--- config.mk ---
export PLATFORM = sky130hd
export DESIGN_NAME = mac_nbit_pipe
export DESIGN_NICKNAME = d
export VERILOG_FILES = /design/src/rtl/mac_nbit_pipe.sv
export SDC_FILE = /design/constraint.sdc
export NUM_CORES = 1
export LEC_CHECK = 0
export ABC_CLOCK_PERIOD_IN_PS = 5800
export CORE_MARGIN = 3
export CORE_UTILIZATION = 62
export CTS_CLUSTER_DIAMETER = 40
export CTS_CLUSTER_SIZE = 12
export DETAILED_ROUTE_END_ITERATION = 12
export PLACE_DENSITY = 0.82
export SLEW_MARGIN = 20
export SYNTH_ARGS = -nofsm -noshare
export SYNTH_HDL_FRONTEND = slang
export SYNTH_SLANG_ARGS = --single-unit
--- constraint.sdc ---
create_clock -name MAC_ACC_CLK -period 5.8 [get_ports MAC_ACC_CLK]
set_input_delay 1.74 -clock MAC_ACC_CLK [delete_from_list [all_inputs] [get_ports MAC_ACC_CLK]]
set_output_delay 1.74 -clock MAC_ACC_CLK [all_outputs]
set_load 0.005 [all_outputs]
--- src/rtl/mac_nbit_pipe.sv ---
// Parametrised four-stage multiply-accumulate unit with valid-qualified input, auto-dump
// after a programmable sample count, sticky overflow per result and a saturating output window.
module mac_nbit_pipe #(
  parameter int unsigned MULTI_WIDTH = 8,
  parameter int unsigned PAD_ZERO    = 2,
  parameter int unsigned ACC_WIDTH   = 2*(MULTI_WIDTH+PAD_ZERO),
  parameter int unsigned OUT_WIDTH   = MULTI_WIDTH,
  parameter int unsigned SEL_WIDTH   = 6,
  parameter int unsigned CNT_WIDTH   = 8
) (
  input  logic                   MAC_ACC_CLK,
  input  logic                   acc_ff_rst,
  input  logic                   EFPGA_MATHB_CLK_EN,
  input  logic                   MAC_IN_VALID,
  input  logic [MULTI_WIDTH-1:0] MAC_OPER_DATA,
  input  logic [MULTI_WIDTH-1:0] MAC_COEF_DATA,
  input  logic                   MAC_TC,
  input  logic                   MAC_ACC_CLEAR,
  input  logic                   MAC_ACC_RND,
  input  logic                   MAC_ACC_SAT,
  input  logic [SEL_WIDTH-1:0]   MAC_OUT_SEL,
  input  logic [CNT_WIDTH-1:0]   MAC_ACC_LEN,
  output logic [OUT_WIDTH-1:0]   MAC_OUT,
  output logic                   MAC_OUT_VALID,
  output logic                   MAC_OVF,
  output logic [CNT_WIDTH-1:0]   MAC_ACC_CNT
);

  localparam int unsigned PW = 2*MULTI_WIDTH + 2;
  localparam logic [SEL_WIDTH-1:0] SEL_MAX = SEL_WIDTH'(ACC_WIDTH - OUT_WIDTH);

  logic en;
  assign en = EFPGA_MATHB_CLK_EN;

  // S1: operand and control capture
  logic                   s1_valid, s1_tc, s1_clear, s1_rnd, s1_sat;
  logic [MULTI_WIDTH-1:0] s1_oper, s1_coef;
  logic [SEL_WIDTH-1:0]   s1_sel;
  logic [CNT_WIDTH-1:0]   s1_len;

  always_ff @(posedge MAC_ACC_CLK) begin
    if (acc_ff_rst) begin
      s1_valid <= 1'b0;
      s1_tc    <= 1'b0;
      s1_clear <= 1'b0;
      s1_rnd   <= 1'b0;
      s1_sat   <= 1'b0;
      s1_oper  <= '0;
      s1_coef  <= '0;
      s1_sel   <= '0;
      s1_len   <= '0;
    end else if (en) begin
      s1_valid <= MAC_IN_VALID;
      s1_tc    <= MAC_TC;
      s1_clear <= MAC_ACC_CLEAR;
      s1_rnd   <= MAC_ACC_RND;
      s1_sat   <= MAC_ACC_SAT;
      s1_oper  <= MAC_OPER_DATA;
      s1_coef  <= MAC_COEF_DATA;
      s1_sel   <= MAC_OUT_SEL;
      s1_len   <= MAC_ACC_LEN;
    end
  end

  // S2: full-precision product; one guard bit lets unsigned operands share the signed multiplier
  logic signed [PW-1:0] a_ext, b_ext, prod_full;
  always_comb begin
    a_ext     = PW'($signed({s1_tc & s1_oper[MULTI_WIDTH-1], s1_oper}));
    b_ext     = PW'($signed({s1_tc & s1_coef[MULTI_WIDTH-1], s1_coef}));
    prod_full = a_ext * b_ext;
  end

  logic                 s2_valid, s2_tc, s2_clear, s2_rnd, s2_sat;
  logic [ACC_WIDTH-1:0] s2_prod;
  logic [SEL_WIDTH-1:0] s2_sel;
  logic [CNT_WIDTH-1:0] s2_len;

  always_ff @(posedge MAC_ACC_CLK) begin
    if (acc_ff_rst) begin
      s2_valid <= 1'b0;
      s2_tc    <= 1'b0;
      s2_clear <= 1'b0;
      s2_rnd   <= 1'b0;
      s2_sat   <= 1'b0;
      s2_prod  <= '0;
      s2_sel   <= '0;
      s2_len   <= '0;
    end else if (en) begin
      s2_valid <= s1_valid;
      s2_tc    <= s1_tc;
      s2_clear <= s1_clear;
      s2_rnd   <= s1_rnd;
      s2_sat   <= s1_sat;
      s2_prod  <= ACC_WIDTH'(prod_full);
      s2_sel   <= s1_sel;
      s2_len   <= s1_len;
    end
  end

  // S3: accumulator, sample counter, sticky overflow and dump decision
  logic [ACC_WIDTH-1:0] acc, seed, base, sum;
  logic [ACC_WIDTH:0]   sum_ext;
  logic [CNT_WIDTH-1:0] cnt, cnt_next;
  logic                 ovf, ovf_next, add_ovf, start, dump, start_pend;
  logic                 s3_dump, s3_tc, s3_sat;
  logic [SEL_WIDTH-1:0] s3_sel;

  always_comb begin
    start = s2_clear | start_pend;
    seed  = '0;
    if (s2_rnd && (s2_sel != '0)) seed = ACC_WIDTH'(1) << (s2_sel - SEL_WIDTH'(1));
    base    = start ? seed : acc;
    sum_ext = {1'b0, base} + {1'b0, s2_prod};
    sum     = sum_ext[ACC_WIDTH-1:0];
    add_ovf = s2_tc ? ((base[ACC_WIDTH-1] == s2_prod[ACC_WIDTH-1]) &&
                       (sum[ACC_WIDTH-1] != base[ACC_WIDTH-1]))
                    : sum_ext[ACC_WIDTH];
    cnt_next = start ? CNT_WIDTH'(1) : ((cnt == '1) ? cnt : cnt + CNT_WIDTH'(1));
    ovf_next = add_ovf | (~start & ovf);
    dump     = (s2_len == '0) || (cnt_next == s2_len);
  end

  always_ff @(posedge MAC_ACC_CLK) begin
    if (acc_ff_rst) begin
      acc        <= '0;
      cnt        <= '0;
      ovf        <= 1'b0;
      start_pend <= 1'b0;
      s3_dump    <= 1'b0;
      s3_tc      <= 1'b0;
      s3_sat     <= 1'b0;
      s3_sel     <= '0;
    end else if (en) begin
      s3_dump <= s2_valid & dump;
      if (s2_valid) begin
        acc        <= sum;
        cnt        <= cnt_next;
        ovf        <= ovf_next;
        start_pend <= (s2_len != '0) && dump;
        s3_tc      <= s2_tc;
        s3_sat     <= s2_sat;
        s3_sel     <= s2_sel;
      end
    end
  end

  // S4: window select and saturation
  logic [SEL_WIDTH-1:0] s_amt;
  logic [ACC_WIDTH-1:0] shr;
  logic                 in_range;
  logic [OUT_WIDTH-1:0] res;

  always_comb begin
    s_amt = (s3_sel > SEL_MAX) ? SEL_MAX : s3_sel;
    if (s3_tc) shr = $signed(acc) >>> s_amt;
    else       shr = acc >> s_amt;
    in_range = s3_tc ? ((&shr[ACC_WIDTH-1:OUT_WIDTH-1]) || ~(|shr[ACC_WIDTH-1:OUT_WIDTH-1]))
                     : ~(|shr[ACC_WIDTH-1:OUT_WIDTH]);
    if (!s3_sat || in_range) res = shr[OUT_WIDTH-1:0];
    else if (!s3_tc)         res = '1;
    else if (acc[ACC_WIDTH-1]) res = {1'b1, {(OUT_WIDTH-1){1'b0}}};
    else                     res = {1'b0, {(OUT_WIDTH-1){1'b1}}};
  end

  logic [OUT_WIDTH-1:0] out_r;
  logic                 ovf_r, valid_r;

  always_ff @(posedge MAC_ACC_CLK) begin
    if (acc_ff_rst) begin
      out_r   <= '0;
      ovf_r   <= 1'b0;
      valid_r <= 1'b0;
    end else if (en) begin
      valid_r <= s3_dump;
      if (s3_dump) begin
        out_r <= res;
        ovf_r <= ovf;
      end
    end
  end

  // A held S4 result is only shown while enabled, so it is consumed by exactly one enabled edge
  assign MAC_OUT       = out_r;
  assign MAC_OVF       = ovf_r;
  assign MAC_OUT_VALID = valid_r & en;
  assign MAC_ACC_CNT   = cnt;

endmodule

==> results_dict.tcl, run 1 <==
set metrics [dict create \
    viasPerCell 6.02 \
    cts_buffers 17 \
    die_y_um 134 \
    drc 0 \
    placed_cells 1434 \
    grt_overflow_total 0 \
    cp-start-kind "register" \
    hold-path-cell-count 2 \
    fin_area_um2 11400 \
    finalCriticalPeriod_ns 5.24 \
    synth_edf_count 0 \
    tightest_slew_ns 1.11 \
    fin_cells 1465 \
    track_usage_pct 29.1 \
    grt_antenna_before_repair 0 \
    ctsHoldBuffers 0 \
    crit_fanout 15 \
    max-cap-violations 0 \
    async_flop_share_pct 0 \
    outcome "complete, no violations" \
    place_area_um2 10800 \
    insertion_delay_ns 0.42 \
    first_pass_iters 5 \
    clockBufferDepth 2 \
    cts-root-buf "clkbuf_16" \
    clkSlewWorstSetupHoldPaths_ns 0.06 \
    finalWorstSetupSlack_ns 0.559 \
    wire_per_inst_um 17.5 \
    ir_drop_v 0.000177 \
    pre_cts_ws_ns 0.529 \
    grt_first_pass_wirelength_um 42700 \
    syn_area_um2 10200 \
    htree_num_levels 4 \
    syn_inst 1228 \
    num_vias 8822 \
    die_w_um 134 \
    die-area_um2 18100 \
    antennaDiodeCount 0 \
    io_buffers 55 \
    top_level_ports 56 \
    synth_area_leaders "dfxtp_1, fa_1, mux2i_1" \
    cp_slowest_stage_delay_ns 0.52 \
    synth.most_common_cell "nand2_1" \
    std_cell_rows 46 \
    synth_nets 1398 \
    cts_setup_buffers 0 \
    detail-route-antenna-nets 0 \
    yosys.area.top_type "dfxtp_1" \
    grt_max_degree 69 \
    crit_top_cell "fa_1" \
    crit_cells 19 \
    p_per_area_nw_per_um2 196 \
    ys_top_cells_by_count "nand2_1, nor2_1, dfxtp_1" \
    post-dp-hpwl_um 18700 \
    synth_flop_cell "dfxtp_1" \
    area_growth_pct 11.6 \
    coreArea_um2 16000 \
    worstSetupPathType "reg2reg" \
    grt_pass1_vias 8691 \
    fin_tns_setup_ns 0 \
    rsz0062_at_grt "no" \
    critical_path_arrival_ns 5.52 \
    nNetsFinal 1407 \
    syn_area_per_cell_um2 8.32 \
    fmax_ghz 0.191 \
    finalSetupViolations 0 \
    cp_cell_sequence "and2_1 -> nand2_1 -> fa_1 -> inv_1 -> fa_1 -> fa_1 -> fa_1 -> inv_1 -> fa_1 -> inv_1 -> ha_1 -> a21oi_1 -> o21bai_1 -> a21oi_1 -> o21bai_1 -> a211oi_1 -> xnor2_1 -> mux2i_1 -> nor2_1" \
    crit_buf_inv 3 \
    p_leak_nw 5.00 \
    synth.distinct_cells 84 \
    yosysWarnings 0 \
    slew_headroom_pct 25.5 \
    routed_wl_um 25600 \
    fin_crit_sh_pct 90.4 \
    post-route-util_pct 71.3 \
    synth.top_cell.area_share_pct 23.7 \
    required_ns 6.08 \
    drt_iter0_drc 776 \
    cp-end-kind "register" \
    synth-seq-cells 121 \
    drv_slew 0 \
    reg2reg_depth 19 \
    cts_tree "built" \
    finalClockSkew_ns 0.0106 \
    place.gp.congestion 0.947 \
    finalHoldViolCount 0 \
    start_util_pct 63.9 \
    drive_gt1_share_pct 6.49 \
    ys_seq_area_share_pct 23.7 \
    critical-path-top-delay-family "adder cells" \
    slowest_stage "fa_1" \
    cts_num_sinks 121 \
    min-delay-path-class "reg2reg" \
]
[power by group]
part / internal, W / switching (W)
sequential: 0.000858 / 0.0000372
clock: 0.000688 / 0.000407
combinational: 0.000115 / 0.000135
[through the flow]
stage	hold slack, ns	total power (W)
6_report	0.453	0.00224
4_1_cts	0.456	0.00225
3_5_place_dp	0.451	0.00116
3_3_place_gp	0.444	0.00115
2_1_floorplan	0.428	0.00108
5_1_grt	0.479	0.00232
[state kept, by name (all words and copies together) (netlist names), 6 cells and up]
name,cells
s1_coef,8
acc,20
s1_sel,6
s1_len,8
s2_sel,6
s1_oper,8
MAC_OUT,8
s3_sel,6
s2_prod,18
MAC_ACC_CNT,8
s2_len,8
[layer usage]
layer	track usage [%]	share of wire, %	vias up
met5	0	0	-
met4	11.8	3.9	0
met3	4.84	5.5	64
met2	49.4	49	307
met1	37.0	42	4244
li1	-	-	4207
[cells by family after synthesis]
| logic type | Yosys count | synth area share (%) |
|---|---|---|
| simple gates | 446 | 20.3 |
| compound gates | 229 | 15.6 |
| buf+inv | 171 | 6.56 |
| fa+ha+maj | 132 | 21.5 |
| flops | 121 | 23.7 |
| mux | 84 | 8.51 |
| xor+xnor | 45 | 3.86 |
[area by class of cell]
class	instances	area [µm²]
multi-input combinational	936	7120
fill	1305	4590
sequential	121	2420
timing repair buffer	65	621
clock buffer	18	439
inverter	96	360
tap	216	270
clock inverter	13	169
[worst paths after layout]
path                                              start  slack, ns                       end
worst max-delay path            s1_oper[7]$_SDFFE_PP0P_       0.56  s2_prod[15]$_SDFFE_PP0P_
worst min-delay path                   ovf$_SDFFE_PP0P_       0.45      MAC_OVF$_SDFFE_PP0P_
worst max register to register  s1_oper[7]$_SDFFE_PP0P_       0.56  s2_prod[15]$_SDFFE_PP0P_
worst min register to register         ovf$_SDFFE_PP0P_       0.45      MAC_OVF$_SDFFE_PP0P_
[what timing repair did]
action,CTS,global route
setup endpoints to repair,0,1
endpoints found under the hold margin,0,0
gates resized for setup,0,1
[layout by cell type, fill, tap and decap left out, types with 4 or more instances in the layout]
cell type / count
o211ai_1: 7
buf_4: 12
fa_1: 72
nand4b_1: 4
or3_1: 4
nor3_1: 19
ha_1: 60
a21o_1: 16
clkdlybuf4s50_1: 53
nor2b_1: 5
a22oi_1: 6
nand3_1: 18
inv_1: 95
xnor2_1: 35
clkbuf_16: 17
clkinvlp_4: 4
dfxtp_1: 120
or2_2: 10
and3_1: 8
a211oi_1: 9
o31ai_1: 5
nand2_1: 170
nor3b_1: 4
a21oi_1: 77
and2_1: 36
a211o_1: 6
a32o_1: 4
a22o_1: 5
or4_1: 4
mux2i_1: 79
nor2_1: 127
o21ai_0: 33
a31oi_1: 7
xor2_1: 10
nand2b_1: 12
o21bai_1: 7
nand3b_1: 7
[tightest hold or removal path: stages, from the launching register on]
cell	delay [ns]
dfxtp_1	0.31
nand2_1	0.05
a21oi_1	0.05
Power figures use the tool's default switching activity.
==> run 2, diff against run 1 <==
--- a/config.mk
+++ b/config.mk
@@ -6,6 +6,7 @@
 export NUM_CORES = 1
 export LEC_CHECK = 0
 export ABC_CLOCK_PERIOD_IN_PS = 5800
+export CAP_MARGIN = 10
 export CORE_MARGIN = 3
 export CORE_UTILIZATION = 62
 export CTS_CLUSTER_DIAMETER = 40
==> results of run 2 <==
Final layout, timing and power as in run 1 (identical DEF).
